`config.mk`:
```
export PLATFORM = sky130hd
export DESIGN_NAME = wb_cal_sequencer
export DESIGN_NICKNAME = d
export VERILOG_FILES = /design/src/rtl/wb_cal_sequencer.sv
export SDC_FILE = /design/constraint.sdc
export NUM_CORES = 1
export LEC_CHECK = 0
export ABC_AREA = 1
export CORE_MARGIN = 10
export CORE_UTILIZATION = 52
export DETAILED_ROUTE_END_ITERATION = 6
export GPL_TIMING_DRIVEN = 0
export HOLD_SLACK_MARGIN = 0.03
export PLACE_DENSITY_LB_ADDON = 0.05
export RECOVER_POWER = 100
export SETUP_SLACK_MARGIN = 0.3
export SYNTH_ARGS = -nofsm -noshare
export SYNTH_HDL_FRONTEND = slang
export SYNTH_SLANG_ARGS = --single-unit
```
`constraint.sdc`:
```
create_clock -name clk_i -period 2.35 [get_ports clk_i]
set_clock_uncertainty 0.05 [all_clocks]
set_input_delay 0.705 -clock clk_i [delete_from_list [all_inputs] [get_ports clk_i]]
set_output_delay 0.705 -clock clk_i [all_outputs]
set_load 0.02 [all_outputs]
```
`src/rtl/wb_cal_sequencer.sv`:
```
// Sequences white-balance calibration: CAL mode, settle N frames, strobe, read R/G/B, write back, MANUAL.
// Latency 1+N frames+1+1+3*(1+READ_LAT)+3+1 cycles; no backpressure, abort_i returns to IDLE next cycle.
module wb_cal_sequencer #(
  parameter int COEF_WIDTH      = 20,
  parameter int FRAME_CNT_WIDTH = 8,
  parameter int READ_LAT        = 2,
  parameter int TIMEOUT_CYCLES  = 2**24
) (
  input  logic                       clk_i,
  input  logic                       rstn_i,
  input  logic                       start_i,
  input  logic                       abort_i,
  input  logic [FRAME_CNT_WIDTH-1:0] settle_frames_i,
  input  logic                       sof_i,
  input  logic [COEF_WIDTH-1:0]      cur_coef_i,
  output logic [1:0]                 mode_o,
  output logic                       cal_stb_o,
  output logic [1:0]                 man_sel_o,
  output logic                       man_lock_o,
  output logic [COEF_WIDTH-1:0]      man_coef_o,
  output logic [COEF_WIDTH-1:0]      r_coef_o,
  output logic [COEF_WIDTH-1:0]      g_coef_o,
  output logic [COEF_WIDTH-1:0]      b_coef_o,
  output logic                       busy_o,
  output logic                       done_o,
  output logic                       err_o
);

  localparam int WD_W = (TIMEOUT_CYCLES < 2) ? 1 : $clog2(TIMEOUT_CYCLES);
  localparam int RL_W = (READ_LAT < 2) ? 1 : $clog2(READ_LAT);
  localparam logic [COEF_WIDTH-1:0] COEF_ONE = COEF_WIDTH'(1) << (COEF_WIDTH / 2);

  localparam logic [1:0] MODE_AUTO_GW = 2'd0;
  localparam logic [1:0] MODE_MANUAL  = 2'd2;
  localparam logic [1:0] MODE_CAL     = 2'd3;

  typedef enum logic [2:0] {
    S_IDLE, S_SETTLE, S_STROBE, S_LATCH, S_RD_SEL, S_RD_WAIT, S_WR, S_SWITCH
  } state_t;

  state_t                     state_q, state_d;
  logic [FRAME_CNT_WIDTH-1:0] frame_cnt_q, frame_cnt_d;
  logic [WD_W-1:0]            wd_q, wd_d;
  logic [RL_W-1:0]            wait_q, wait_d;
  logic [1:0]                 idx_q, idx_d;
  logic [1:0]                 mode_q, mode_d;
  logic                       cal_stb_q, cal_stb_d;
  logic [1:0]                 man_sel_q, man_sel_d;
  logic                       man_lock_q, man_lock_d;
  logic [COEF_WIDTH-1:0]      man_coef_q, man_coef_d;
  logic [COEF_WIDTH-1:0]      r_q, r_d, g_q, g_d, b_q, b_d;
  logic                       busy_q, busy_d;
  logic                       done_q, done_d;
  logic                       err_q, err_d;
  logic [1:0]                 idx_nxt;

  assign idx_nxt = idx_q + 2'd1;

  always_comb begin
    state_d     = state_q;
    frame_cnt_d = frame_cnt_q;
    wd_d        = wd_q;
    wait_d      = wait_q;
    idx_d       = idx_q;
    mode_d      = mode_q;
    cal_stb_d   = 1'b0;
    man_sel_d   = man_sel_q;
    man_lock_d  = 1'b0;
    man_coef_d  = man_coef_q;
    r_d         = r_q;
    g_d         = g_q;
    b_d         = b_q;
    busy_d      = busy_q;
    done_d      = 1'b0;
    err_d       = err_q;

    case (state_q)
      S_IDLE: begin
        // sof_i is deliberately not looked at here, so a frame start coincident with start is not counted
        if (start_i) begin
          frame_cnt_d = settle_frames_i;
          wd_d        = '0;
          err_d       = 1'b0;
          mode_d      = MODE_CAL;
          busy_d      = 1'b1;
          state_d     = S_SETTLE;
        end
      end
      S_SETTLE: begin
        if (frame_cnt_q == '0) begin
          cal_stb_d = 1'b1;
          state_d   = S_STROBE;
        end else if (sof_i) begin
          frame_cnt_d = frame_cnt_q - FRAME_CNT_WIDTH'(1);
          wd_d        = '0;
        end else if (wd_q == WD_W'(TIMEOUT_CYCLES - 1)) begin
          err_d   = 1'b1;
          mode_d  = MODE_AUTO_GW;
          busy_d  = 1'b0;
          state_d = S_IDLE;
        end else begin
          wd_d = wd_q + WD_W'(1);
        end
      end
      S_STROBE: state_d = S_LATCH;
      S_LATCH: begin
        idx_d     = 2'd0;
        man_sel_d = 2'd0;
        state_d   = S_RD_SEL;
      end
      S_RD_SEL: begin
        wait_d  = RL_W'(READ_LAT - 1);
        state_d = S_RD_WAIT;
      end
      S_RD_WAIT: begin
        if (wait_q != '0) begin
          wait_d = wait_q - RL_W'(1);
        end else begin
          case (idx_q)
            2'd0:    r_d = cur_coef_i;
            2'd1:    g_d = cur_coef_i;
            default: b_d = cur_coef_i;
          endcase
          if (idx_q == 2'd2) begin
            // first write cycle (R) is set up here so WR emits one channel per cycle
            idx_d      = 2'd0;
            man_sel_d  = 2'd0;
            man_coef_d = r_q;
            man_lock_d = 1'b1;
            state_d    = S_WR;
          end else begin
            idx_d     = idx_nxt;
            man_sel_d = idx_nxt;
            state_d   = S_RD_SEL;
          end
        end
      end
      S_WR: begin
        if (idx_q == 2'd2) begin
          idx_d   = 2'd0;
          mode_d  = MODE_MANUAL;
          done_d  = 1'b1;
          busy_d  = 1'b0;
          state_d = S_SWITCH;
        end else begin
          idx_d      = idx_nxt;
          man_sel_d  = idx_nxt;
          man_coef_d = (idx_nxt == 2'd1) ? g_q : b_q;
          man_lock_d = 1'b1;
        end
      end
      S_SWITCH: state_d = S_IDLE;
      default:  state_d = S_IDLE;
    endcase

    // abort wins over everything else; captured coefficients and err are left untouched
    if (abort_i && (state_q != S_IDLE)) begin
      state_d    = S_IDLE;
      mode_d     = MODE_AUTO_GW;
      cal_stb_d  = 1'b0;
      man_lock_d = 1'b0;
      busy_d     = 1'b0;
      done_d     = 1'b0;
      err_d      = err_q;
      r_d        = r_q;
      g_d        = g_q;
      b_d        = b_q;
    end
  end

  always_ff @(posedge clk_i or negedge rstn_i) begin
    if (!rstn_i) begin
      state_q     <= S_IDLE;
      frame_cnt_q <= '0;
      wd_q        <= '0;
      wait_q      <= '0;
      idx_q       <= 2'd0;
      mode_q      <= MODE_AUTO_GW;
      cal_stb_q   <= 1'b0;
      man_sel_q   <= 2'd0;
      man_lock_q  <= 1'b0;
      man_coef_q  <= '0;
      r_q         <= COEF_ONE;
      g_q         <= COEF_ONE;
      b_q         <= COEF_ONE;
      busy_q      <= 1'b0;
      done_q      <= 1'b0;
      err_q       <= 1'b0;
    end else begin
      state_q     <= state_d;
      frame_cnt_q <= frame_cnt_d;
      wd_q        <= wd_d;
      wait_q      <= wait_d;
      idx_q       <= idx_d;
      mode_q      <= mode_d;
      cal_stb_q   <= cal_stb_d;
      man_sel_q   <= man_sel_d;
      man_lock_q  <= man_lock_d;
      man_coef_q  <= man_coef_d;
      r_q         <= r_d;
      g_q         <= g_d;
      b_q         <= b_d;
      busy_q      <= busy_d;
      done_q      <= done_d;
      err_q       <= err_d;
    end
  end

  assign mode_o     = mode_q;
  assign cal_stb_o  = cal_stb_q;
  assign man_sel_o  = man_sel_q;
  assign man_lock_o = man_lock_q;
  assign man_coef_o = man_coef_q;
  assign r_coef_o   = r_q;
  assign g_coef_o   = g_q;
  assign b_coef_o   = b_q;
  assign busy_o     = busy_q;
  assign done_o     = done_q;
  assign err_o      = err_q;

endmodule

```
==> results by group <==
Synth
  • Cell Area, Synth: 0.00631 mm2
  • Largest family of logic cells by synthesized area: simple AND/OR/NAND/NOR gates
  • Mux share of post-synthesis cell area: 0.159%
  • Post-synth top area share: 48.8%
  • Adder-Cell Fraction of Synth Area: approximately 1.2%
  • Seq/Total Area, Yosys: between 50% and 60%
  • Register bit total from synthesis: 126
  • Ys async rst share: 100%
  • Library cells used by synthesis: 37
  • Mean post-synth cell area: 7.66 um2
  • Cell taking the most area after synthesis: dfrtp_1
  • Ys Warns: 0
  • Ranking of synthesized cells by area: dfrtp_1, nand2_1, o21ai_0
  • Post-Syn Instances: 823
  • Post-synth top flop: dfrtp_1
  • Most frequent cell after synthesis: nand2_1
  • XOR/XNOR share of the synthesized area: 0.694%
  • Commonest cells post-synth: nand2_1, dfrtp_1, o21ai_0
  • Compound-gate portion of the synthesized area: roughly an eighth
  • Synth Area in Simple Gates: ~29%
  • Post-synth EDFFs: 0
  • Synth Net Count: 862

Clocking
  • Root buf cell: clkbuf_16
  • H-Tree Level Count: 4
  • CTS tree: yes
  • Clock Sinks: approximately 130
  • Clk buf depth: 2
  • Skew-Pair Late Insertion Delay: 0.42 ns
  • Num CTS Buffers: 17
  • Clock slew at reported path FFs: about 0.06 ns
  • Post-CTS setup buffer count: 0

Critical path
  • Critical path startpoint category: input pin
  • R2R setup slack: approximately 0.33 ns
  • Crit path cell chain: clkdlybuf4s50_1 -> nand2_1 -> nand3_1 -> clkbuf_1 -> o21ai_0
  • Crit-path max FO: 10
  • Worst setup startpoint: abort_i
  • CP required: 2.57 ns
  • Worst flop-to-flop path endpoint: wd_q[9]
  • Critical Path End: r_coef_o[15]
  • Reg2Reg Depth: 10
  • Kind of critical path: in2reg
  • Critical Path Sink Type: flip-flop
  • Critical path's slowest cell: clkdlybuf4s50_1
  • CP arrival: 2.36 ns
  • Crit Reg-Reg Startpoint: wd_q[9]
  • CP peak stage delay: 0.54 ns

STA
  • Final setup vio count: 0
  • Worst slew margin: 6.65%
  • Worst Max-Slew Pin Slew: 1.40 ns
  • Hold slack: around 0.43 ns
  • Hold Vio Cnt, Final: 0
  • Fin crit period: 2.14 ns
  • RSZ-0062 raised after global routing: yes
  • Final Cycle Share: 90.9%
  • Max Clk Rate: 0.468 GHz
  • Final worst-path setup slack: ~0.21 ns
  • Slew Limit Fails: 0

GRT
  • GR Overflow Total: 0
  • Initial antenna violation count: 0
  • GR Util All Layers: 22.4%
  • Pin count of the biggest net entering global routing: 74
  • Number of global-route vias before repair: between 5000 and 6000
  • Global-route wire length before repair: 29.9 mm

Finish
  • Syn-to-layout area delta: 30.5%
  • N_diodes: 0
  • Share of layout cells above drive strength 1: 6.45%
  • Net count, final: approximately 1000
  • Design Area, Final: 0.00823 mm2

Routing
  • Vias: 6106
  • Routed Antenna Nets: 0
  • # DRC: 0
  • Via/cell ratio: 5.43
  • Drt first-iter violations: 579
  • Final WL: 18.3 mm
  • Initial DRT Pass Iterations: 5
  • Avg WL per Cell: around 16 um

Placed design
  • Post-placement cell area: 0.00773 mm2
  • Final GP Congestion: 0.944
  • Post-Place Setup Slack: -0.243 ns
  • Port bufs: 121
  • Dpl hpwl: 13.1 mm

Power
  • Max VDD drop: 0.757 mV
  • PwrDens: ~1000 mW/mm2
  • Leakage: roughly 4 nW

Hold path
  • Min-delay worst type: reg2reg
  • Worst hold path depth: 2

Floorplanning
  • Die Ht: approximately 130 um
  • Die area: 0.0169 mm2
  • Core Box Area: 0.0120 mm2
  • Chip Width: roughly 130 um
  • Io pins: roughly 120
  • # rows: 40
  • Initial Utilization: between 50 and 60%

Flow run
  • Max-cap violations: 0

Run status
  • Status: completed
-- sequential cells by signal, summed over array words and instances, names as in the netlist --
name and count:
man_lock_o 1, man_sel_o 2, man_coef_o 20, r_coef_o 20
state_q 3, mode_o 2, g_coef_o 20, b_coef_o 20
frame_cnt_q 8, wait_q 1, idx_q 2, cal_stb_o 1
done_o 1, wd_q 24, err_o 1
-- metrics by stage --
stage               utilization, %  setup TNS (ns)  std cells  power (mW)
finish                        68.8               0       1124        8.27
global route                  68.8               0       1124        8.77
CTS                           68.9               0       1124        8.34
global placement              64.4         -540.85       1091        5.76
detailed placement            64.6          -10.80       1092        5.82
floorplan                        -               0        823        4.60
-- power by group --
group          switching (mW)  internal [mW]  leakage (nW)
sequential              0.332           2.57          1.70
combinational            1.76          0.898          2.12
clock                   0.919           1.78         0.292
total                    3.01           5.26          4.12
-- layer usage --
metal  up-vias  GRT usage (%)  wire length [um]
li1       2956              -                 -
met1      2893           27.3              7640
met3        20           6.09              1330
met5         -              0                 0
met4         0           7.47               220
met2       237           37.4              9090
-- placed cells by master (no fill, tap or decap), drive strengths merged, types with 3 or more instances in the layout --
cell type,instances
nor3,7
o21bai,6
bufinv,3
dlygate4sd2,87
dfstp,3
nand3,55
o21ai,138
nand4,8
nand3b,3
ha,6
a31oi,5
dfrtp,123
a21oi,5
buf,6
inv,60
clkbuf,60
xor2,3
clkdlybuf4s50,30
nand2,245
nor2,108
-- final cells by class --
class / instances / area (um2)
plain buffers: 35 / 160
clock buffers: 27 / 503
clock inverters: 5 / 106
fillers: 1009 / 3730
inverters: 61 / 229
multi-input cells: 601 / 2780
flip-flops and latches: 126 / 3160
well taps: 147 / 184
repair buffers: 122 / 1110
-- worst max-delay path: cells and delay by family --
family / cells / cell delay [ns]
compound gates: 1 / 0.18
simple gates: 2 / 0.48
buf+inv: 2 / 0.99
-- repair_timing --
action | 4_1_cts | 5_1_grt
gates resized for setup | 99 | 22
setup endpoints to repair | 117 | 104
hold buffers | 0 | 0
hold endpoints to repair | 0 | 0
pin swaps | 0 | 1
-- logic make-up (layout without fill, tap and decap cells) --
| group | count (synthesis) | after routing |
|---|---|---|
| DFF | 126 | 126 |
| buffers and inverters | 96 | 250 |
| muxes | 1 | 1 |
| adders and majority gates | 6 | 6 |
| xor gates and xnor gates | 5 | 5 |
| and+or+nand+nor | 430 | 430 |
| AOI/OAI and AO/OA | 159 | 159 |
-- worst min-delay path by stage --
stage                        start        endpoint
floorplan                   rstn_i     b_coef_o[0]
global placement    frame_cnt_q[1]  frame_cnt_q[1]
detailed placement       mode_o[1]       mode_o[1]
CTS                         rstn_i        wd_q[22]
global route         man_coef_o[0]   man_coef_o[0]
finish                   mode_o[1]       mode_o[1]
(Power assumes the default switching activity.)
